**config.mk**
```make
export PLATFORM = sky130hd
export DESIGN_NAME = mux_scan
export DESIGN_NICKNAME = d
export VERILOG_FILES = /design/src/rtl/mux_scan.sv
export SDC_FILE = /design/constraint.sdc
export NUM_CORES = 1
export LEC_CHECK = 0
export ABC_AREA = 1
export ABC_CLOCK_PERIOD_IN_PS = 2780
export BUFFER_PORTS_ARGS = -buffer_cell sky130_fd_sc_hd__clkbuf_2
export CAP_MARGIN = 5
export CORE_UTILIZATION = 25
export CTS_BUF_LIST = sky130_fd_sc_hd__clkbuf_2 sky130_fd_sc_hd__clkbuf_4 sky130_fd_sc_hd__clkbuf_8
export DETAILED_ROUTE_END_ITERATION = 12
export PLACE_DENSITY = 0.44
export SLEW_MARGIN = 30
export SYNTH_ARGS = -nofsm -noshare
export SYNTH_HDL_FRONTEND = slang
export SYNTH_SLANG_ARGS = --single-unit
```
**constraint.sdc**
```tcl
create_clock -name clk -period 2.78 [get_ports clk]
set_clock_uncertainty 0.15 [all_clocks]
set_input_delay 0.139 -clock clk [delete_from_list [all_inputs] [get_ports clk]]
set_output_delay 0.139 -clock clk [all_outputs]
set_load 0.05 [all_outputs]
```
**src/rtl/mux_scan.sv**
```systemverilog
// mux_scan: registered CHANNELS:1 word multiplexer with manual and scan modes.
//
// The block picks one WIDTH-bit slice of the packed input bus d and registers
// it onto y. In manual mode the slice is chosen by s. In scan mode an
// internal pointer walks the channels round-robin. It stays DWELL cycles on
// each channel and pulses wrap when it returns to the lowest channel.
// en=0 freezes the data path and the scan position.
//
// Ports:
//   clk     rising-edge clock
//   rst_n   asynchronous active-low reset
//   d       packed channel data, channel i at d[i*WIDTH +: WIDTH]
//   s       manual channel select
//   mode    0 = manual, 1 = scan
//   en      enable; 0 holds y/ch/pointer/dwell, drops valid
//   ch_mask per-channel scan/select enable (only with SCAN_MASK_EN)
//   y       registered selected data
//   ch      index of the channel currently on y
//   valid   y holds a legitimately selected channel
//   wrap    one-cycle pulse when the scan pointer wraps to a lower index
//
// Optional feature: define SCAN_MASK_EN to add the ch_mask input. Scanning
// then skips disabled channels. A manual select of a disabled channel
// behaves like an out-of-range select.

module mux_scan #(
  parameter  int WIDTH    = 8,
  parameter  int CHANNELS = 4,
  parameter  int DWELL    = 4,
  localparam int SELW     = $clog2(CHANNELS)
) (
  input  logic                      clk,
  input  logic                      rst_n,
  input  logic [CHANNELS*WIDTH-1:0] d,
  input  logic [SELW-1:0]           s,
  input  logic                      mode,
  input  logic                      en,
`ifdef SCAN_MASK_EN
  input  logic [CHANNELS-1:0]       ch_mask,
`endif
  output logic [WIDTH-1:0]          y,
  output logic [SELW-1:0]           ch,
  output logic                      valid,
  output logic                      wrap
);

  localparam int CW = $clog2(DWELL) + 1;

  typedef enum logic [1:0] {IDLE, MANUAL, SCAN} state_t;

  state_t          state;
  state_t          state_nxt;
  logic [SELW-1:0] ptr;
  logic [CW-1:0]   cnt;
  logic [CW-1:0]   cnt_eff;
  logic [SELW-1:0] ptr_nxt;
  logic            sel_ok;
  logic            dwell_done;

  function automatic logic [WIDTH-1:0] pick(input logic [CHANNELS*WIDTH-1:0] data,
                                            input logic [SELW-1:0] idx);
    return data[int'(idx)*WIDTH +: WIDTH];
  endfunction

`ifdef SCAN_MASK_EN
  // Mask padded to the full select range so out-of-range selects read 0.
  logic [(1<<SELW)-1:0] mask_ext;
  logic                 mask_any;
  logic                 ptr_on;

  // Next enabled channel above idx, wrapping. If idx is the only enabled
  // channel the search comes back to idx itself.
  function automatic logic [SELW-1:0] next_on(input logic [SELW-1:0] idx,
                                              input logic [CHANNELS-1:0] m);
    logic [SELW-1:0] r;
    r = idx;
    for (int i = CHANNELS; i >= 1; i--) begin
      if (m[(int'(idx) + i) % CHANNELS]) r = SELW'((int'(idx) + i) % CHANNELS);
    end
    return r;
  endfunction

  always_comb begin
    mask_ext = '0;
    mask_ext[CHANNELS-1:0] = ch_mask;
    mask_any = |ch_mask;
    ptr_on   = mask_ext[ptr];
    ptr_nxt  = next_on(ptr, ch_mask);
    sel_ok   = (int'(s) < CHANNELS) && mask_ext[s];
  end
`else
  always_comb begin
    ptr_nxt = (int'(ptr) == CHANNELS - 1) ? '0 : ptr + SELW'(1);
    sel_ok  = int'(s) < CHANNELS;
  end
`endif

  always_comb begin
    state_nxt = !en ? IDLE : (mode ? SCAN : MANUAL);
    // Coming out of manual mode the dwell restarts, even if the last manual
    // select was rejected and left cnt untouched.
    cnt_eff    = (state == MANUAL) ? '0 : cnt;
    dwell_done = cnt_eff == CW'(DWELL - 1);
  end

  always_ff @(posedge clk or negedge rst_n) begin
    if (!rst_n) begin
      state <= IDLE;
      y     <= '0;
      ch    <= '0;
      valid <= 1'b0;
      wrap  <= 1'b0;
      ptr   <= '0;
      cnt   <= '0;
    end else begin
      state <= state_nxt;
      case (state_nxt)
        MANUAL: begin
          wrap <= 1'b0;
          if (sel_ok) begin
            y     <= pick(d, s);
            ch    <= s;
            valid <= 1'b1;
            ptr   <= s;
            cnt   <= '0;
          end else begin
            y     <= '0;
            valid <= 1'b0;
          end
        end
        SCAN: begin
`ifdef SCAN_MASK_EN
          if (!mask_any) begin
            valid <= 1'b0;
            wrap  <= 1'b0;
          end else if (!ptr_on) begin
            // Parked on a disabled channel: hop without presenting it.
            ptr   <= ptr_nxt;
            cnt   <= '0;
            valid <= 1'b0;
            wrap  <= ptr_nxt <= ptr;
          end else
`endif
          begin
            y     <= pick(d, ptr);
            ch    <= ptr;
            valid <= 1'b1;
            if (dwell_done) begin
              cnt  <= '0;
              ptr  <= ptr_nxt;
              // An advance that does not go upward is a wrap.
              wrap <= ptr_nxt <= ptr;
            end else begin
              cnt  <= cnt_eff + CW'(1);
              wrap <= 1'b0;
            end
          end
        end
        default: begin
          valid <= 1'b0;
          wrap  <= 1'b0;
        end
      endcase
    end
  end

endmodule

```
==> results.yml, run 1 <==
route:
  wl_per_cell_um: 11.7
  vias_per_cell: 4.39
  vias: 1128
  routed_wl_mm: 3.00
  postRouteAntennaNets: 0
  drt_iter0_markers: 36
  drtPass1Iterations: 3
  drc: 0
final_layout:
  nets: 247
  layout-drive-gt1-share_pct: 31.2
  postLayoutCoreUtil_pct: 34.3
  syn_to_final_growth_pct: 31.8
  final_cells: 257
  diodes: 0
  n_fill_cell: 504
timing:
  fmax_mhz: 551
  rsz0062_at_grt: "no"
  timing.hold.ws_ns: 0.0369
  hold_viol_final: 0
  finalCritPeriodShare_pct: 65.3
  slew_headroom_pct: 67.9
  tightest_slew_ns: 0.482
  setup_tns_ns: 0
  fin_crit_ns: 1.81
  finalMaxSlewViolations: 0
  setup_violations: 0
hold_path:
  min_path_type: "input port to flip-flop"
grt:
  grt.met1_usage_pct: 16.4
  grt_max_degree: 20
  grt_usage_pct: 13.5
  antenna_found_initial: 0
  grtUsageMet3_pct: 3.65
  overflow: 0
  grt_pass1_vias: 1127
  grtUsageMet2_pct: 22.7
  grt.busiest_layer: "met2"
  grt_pass1_wl_mm: 5.13
synthesis:
  synth.ff_latch_count: 19
  synth_nets: 195
  avgSynthCellArea_um2: 7.30
  syn_inst: 154
  syn_area_mm2: 0.00112
  ys_warn_count: 0
  synth_cell_type_count: 23
  synth_seq_area_share_pct: 42.3
critical_path:
  critPathKind: "input port to flip-flop"
  required_ns: 2.77
  crit_arrival_ns: 1.81
  crit_path_end_kind: "flip-flop"
  cp_max_fo: 17
  cp-start-kind: "input port"
die:
  die_h_um: 69.0
  core_mm2: 0.00432
  start_util_pct: 26.0
  die_w_um: 69.0
  ios: 50
  dieArea_mm2: 0.00477
  row_count: 24
run:
  maxCapViolCount: 0
clocking:
  cts_buffer_depth: 2
  cts_buffers: 3
  clock_tree.root_cell: "clkbuf_8"
  clkTransAtPathRegs_ns: 0.07
  worstSkewPairLatency_ns: 0.26
  cts_max_level: 1
  clock_sinks: 19
  cts_tree: "yes"
placed_design:
  routabilityCongestion: 0.757
  placed_cells: 250
  post-dp-hpwl_mm: 2.28
  portBuffers: 49
power:
  p_per_area_mw_per_mm2: 539
  p_leak_nw: 0.848
  ir_drop_uv: 157
status:
  status: "complete, no violations"
## layout by cell type (no fill, tap or decap)
master and count:
inv_2 5, clkbuf_2 49, nand3b_1 7, dlygate4sd3_1 3, nand2_2 2, o21ai_0 2
nand3_1 25, o21ai_1 1, o22ai_1 1, o31ai_1 2, nand2_1 57, nor2_1 2
nor2_4 1, clkbuf_8 3, nand3_2 1, clkbuf_4 1, dfrtp_1 19, inv_1 17
nand2_4 1, a21oi_1 2, nor2_2 1, ha_1 3
## report_power, final
group / leakage, nW / total [W] / switching (W) / internal, W
combinational: 0.583 / 0.000259 / 0.000181 / 0.0000777
sequential: 0.239 / 0.000332 / 0.0000220 / 0.000310
clock: 0.0262 / 0.000208 / 0.0000964 / 0.000112
total: 0.848 / 0.000799 / 0.000300 / 0.000499
## logic make-up (layout without fill, tap and decap cells)
kind of cell | after synthesis | after routing | synth area share (%)
AND/OR/NAND/NOR | 97 | 97 | 40.1
buffers and inverters | 27 | 78 | 10.1
flip-flops | 19 | 19 | 42.3
AO/OA/AOI/OAI | 8 | 8 | 4.12
adder cells (fa/ha/maj) | 3 | 3 | 3.34
## worst max-delay path, stage by stage
cell,delay (ns)
dlygate4sd3_1,0.53
clkbuf_2,0.22
nand2_2,0.14
nand2_2,0.23
nand2_4,0.18
inv_2,0.17
nand2_1,0.07
nand3_1,0.08
nand3_1,0.06
## cells in the mapped netlist (all sizes together)
| library cell | number | share of area, % |
|---|---|---|
| a21oi | 2 | 0.89 |
| buf | 4 | 2.4 |
| clkbuf | 1 | 0.33 |
| dfrtp | 19 | 42 |
| ha | 3 | 3.3 |
| inv | 22 | 7.3 |
| nand2 | 60 | 21 |
| nand3 | 26 | 12 |
| nand3b | 7 | 4.7 |
| nor2 | 4 | 2.2 |
| o21ai | 3 | 1.3 |
| o22ai | 1 | 0.56 |
| o31ai | 2 | 1.3 |
## per-stage QoR
step | instance area, um^2 | total power (W) | setup WS, ns
after floorplan | 1120 | 0.000517 | 1.46
final | 1480 | 0.000799 | 0.965
after global placement | 1400 | 0.000595 | 1.23
after detailed placement | 1400 | 0.000595 | 1.21
after CTS | 1480 | 0.000812 | 0.960
after global routing | 1480 | 0.000853 | 0.795
## final timing paths
| path | from | endpoint | slack [ns] | cells after the start |
|---|---|---|---|---|
| max | en | y[5] | 0.97 | 9 |
| min | d[17] | y[1] | 0.04 | 5 |
| max reg2reg | ptr[0] | y[6] | 1.19 | 7 |
| min reg2reg | ch[1] | ch[1] | 0.34 | 2 |
| max in group asynchronous | rst_n | y[3] | 1.94 | 2 |
| min in group asynchronous | rst_n | wrap | 0.22 | 2 |
## area by class of cell
cell class	instances	area, um^2	area share [%]
multi-input cells	108	534	36.1
flip-flops and latches	19	475	32.1
repair buffers	52	275	18.6
inverters	22	82.6	5.57
well taps	52	65.1	4.39
clock buffers	4	48.8	3.29
## sequential cells by signal (all words and copies together), names as in the netlist
register  flops
cnt           3
state         2
valid         1
wrap          1
ptr           2
y             8
ch            2
## layer usage
layer | part of all wire, % | vias up
met5 | 0 | -
met4 | 1.0 | 0
met1 | 48 | 511
met2 | 47 | 23
met3 | 4.1 | 4
li1 | - | 590
## repair_timing
item / 4_1_cts / 5_1_grt
hold endpoints to repair: 21 / 0
hold buffers: 3 / 0
endpoints found under the setup margin: 0 / 0
resized for setup: 0 / 0
buffers inserted: 0 / 0
Note: power is estimated with default switching activity, not from simulation.
==> run 2: changes to the inputs <==
--- a/config.mk
+++ b/config.mk
@@ -6,13 +6,13 @@
 export NUM_CORES = 1
 export LEC_CHECK = 0
 export ABC_AREA = 1
-export ABC_CLOCK_PERIOD_IN_PS = 2780
+export ABC_CLOCK_PERIOD_IN_PS = 1500
 export BUFFER_PORTS_ARGS = -buffer_cell sky130_fd_sc_hd__clkbuf_2
 export CAP_MARGIN = 5
 export CORE_UTILIZATION = 25
 export CTS_BUF_LIST = sky130_fd_sc_hd__clkbuf_2 sky130_fd_sc_hd__clkbuf_4 sky130_fd_sc_hd__clkbuf_8
 export DETAILED_ROUTE_END_ITERATION = 12
-export PLACE_DENSITY = 0.44
+export PLACE_DENSITY = 0.45
 export SLEW_MARGIN = 30
 export SYNTH_ARGS = -nofsm -noshare
 export SYNTH_HDL_FRONTEND = slang
==> constraint.sdc (replaced) <==
create_clock -name clk -period 1.5 [get_ports clk]
set_clock_uncertainty 0.15 [all_clocks]
set_input_delay 0.075 -clock clk [delete_from_list [all_inputs] [get_ports clk]]
set_output_delay 0.075 -clock clk [all_outputs]
set_load 0.05 [all_outputs]
==> run 2 against run 1 <==
Net effect:
- the flow now finishes with violations (negative hold slack)
- global-route usage grew 0.11 points
- via count grew 7.1%
- flip-flop and latch count is the same
- clock power grew 80%
- cell count grew 7.8%
- first-iteration DRC count grew 44%
- register-to-register slack lost 1.1 ns
- count of clock-buffer cells in the layout is the same
- hold slack lost 0.038 ns
- highest routed layer unchanged
==> results.yml, run 2 (synthesis results as in run 1) <==
die:
  ios: 50
  row_count: 24
  die_h_um: 69.0
  dieArea_mm2: 0.00477
  start_util_pct: 26.0
  core_mm2: 0.00432
  die_w_um: 69.0
final_layout:
  largest_registers: "y x8, cnt x3"
  syn_to_final_growth_pct: 49.2
  final_common_cell: "nand2_1"
  layout-drive-gt1-share_pct: 30.2
  postLayoutCoreUtil_pct: 38.8
  nets: 267
  diodes: 0
  layout_common_cells: "57 x nand2_1, 49 x clkbuf_2, 25 x nand3_1, 19 x dfrtp_1, 19 x dlygate4sd3_1"
  regMostFlops: "y"
  largest_register_ffs: 8
timing:
  timing.hold.ws_ns: -0.00120
  finalCritPeriodShare_pct: 91.1
  setup_violations: 0
  finalMaxSlewViolations: 0
  slew_headroom_pct: 67.2
  setup_tns_ns: 0
  tightest_slew_ns: 0.491
  fin_crit_ns: 1.37
  fmax_mhz: 732
  hold_viol_final: 1
  rsz0062_at_grt: "no"
route:
  routed_wl_mm: 3.06
  vias_per_cell: 4.36
  drtPass1Iterations: 4
  drc: 0
  wl_per_cell_um: 11.0
  drt_iter0_markers: 52
  postRouteAntennaNets: 0
  vias: 1208
hold_path:
  min_to: "y[4]"
  min_path_type: "input port to flip-flop"
  worstHoldStart: "d[12]"
  whs_path_depth: 5
clocking:
  clock_sinks: 19
  clkTransAtPathRegs_ns: 0.07
  clock_tree.root_cell: "clkbuf_8"
  cts_buffer_depth: 2
  worstSkewPairLatency_ns: 0.25
  cts_max_level: 1
  cts_setup_buffers: 0
  cts_tree: "yes"
  cts_buffers: 3
critical_path:
  r2r-start: "ptr[0]"
  cp-start-kind: "flip-flop"
  critPathKind: "flip-flop to flip-flop"
  required_ns: 1.49
  rrSetupSlack_ns: 0.13
  crit_path_end_kind: "flip-flop"
  rr_endpoint: "y[5]"
  cp_max_fo: 13
  ff2ff_path_depth: 6
  crit_arrival_ns: 1.36
grt:
  grt_max_degree: 20
  grt_usage_pct: 13.6
  antenna_found_initial: 0
  grt_pass1_vias: 1217
  grt_pass1_wl_mm: 5.26
  overflow: 0
placed_design:
  routabilityCongestion: 0.765
  post-dp-hpwl_mm: 2.24
  portBuffers: 49
power:
  p_per_area_mw_per_mm2: 905
  ir_drop_uv: 292
  p_leak_nw: 0.934
run:
  maxCapViolCount: 0
status:
  status: "finished, violations left"
  violations: "negative hold slack"
[run 2: cell types whose count changed in the layout (fill, tap and decap cells not counted)]
cell and delta:
nor2_4 +1, dlygate4sd3_1 +16, buf_4 +4, nor2_2 -1
[run 2: what timing repair did]
item / CTS / global route
endpoints found under the hold margin: 29 / 0
endpoints found under the setup margin: 0 / 2
hold buffers: 19 / 0
gates resized for setup: 0 / 1
[run 2: area by class of cell]
type / instances / area, um^2
fillers: 484 / 2650
multi-input cells: 108 / 539
flip-flops and latches: 19 / 475
repair buffers: 72 / 465
inverters: 22 / 82.6
well taps: 52 / 65.1
clock buffers: 4 / 48.8
[run 2: routing by layer]
metal	vias to the layer above	track usage, %	part of all wire (%)
met3	2	2.05	4.2
met2	23	24.7	50
met1	558	16.3	45
li1	625	-	-
met5	-	0	0
met4	0	4.08	0.56
[run 2: power breakdown]
| group | switching (W) | internal [W] |
|---|---|---|
| logic | 0.000345 | 0.000181 |
| registers | 0.0000419 | 0.000574 |
| clock network | 0.000168 | 0.000207 |
[run 2: stage by stage]
stage	hold WS, ns	area, um^2	power, W	cells	setup WS, ns
global route	0.0238	1680	0.00162	277	0.00711
global placement	-0.0709	1430	0.00112	254	0.0828
detailed placement	-0.0782	1430	0.00112	254	0.0912
finish	-0.00120	1680	0.00152	277	0.134
floorplan	-0.371	1120	0.000958	154	0.182
CTS	0.00173	1670	0.00154	277	0.116
[run 2: critical path, stage by stage, from the launching register on]
cell and delay, ns:
dfrtp_1 0.44, nand3_2 0.13, nand2_4 0.17, buf_4 0.16, nand2_1 0.06, nand3_1 0.07
nand3_1 0.07
[run 2: worst max path at each step]
| stage | end | from | cells after the start |
|---|---|---|---|
| 2_1_floorplan | y[2] | ptr[0] | 6 |
| 3_3_place_gp | y[2] | en | 7 |
| 3_5_place_dp | y[2] | en | 7 |
| 4_1_cts | y[5] | ptr[0] | 6 |
| 5_1_grt | ptr[0] | state[0] | 6 |
| 6_report | y[5] | ptr[0] | 6 |
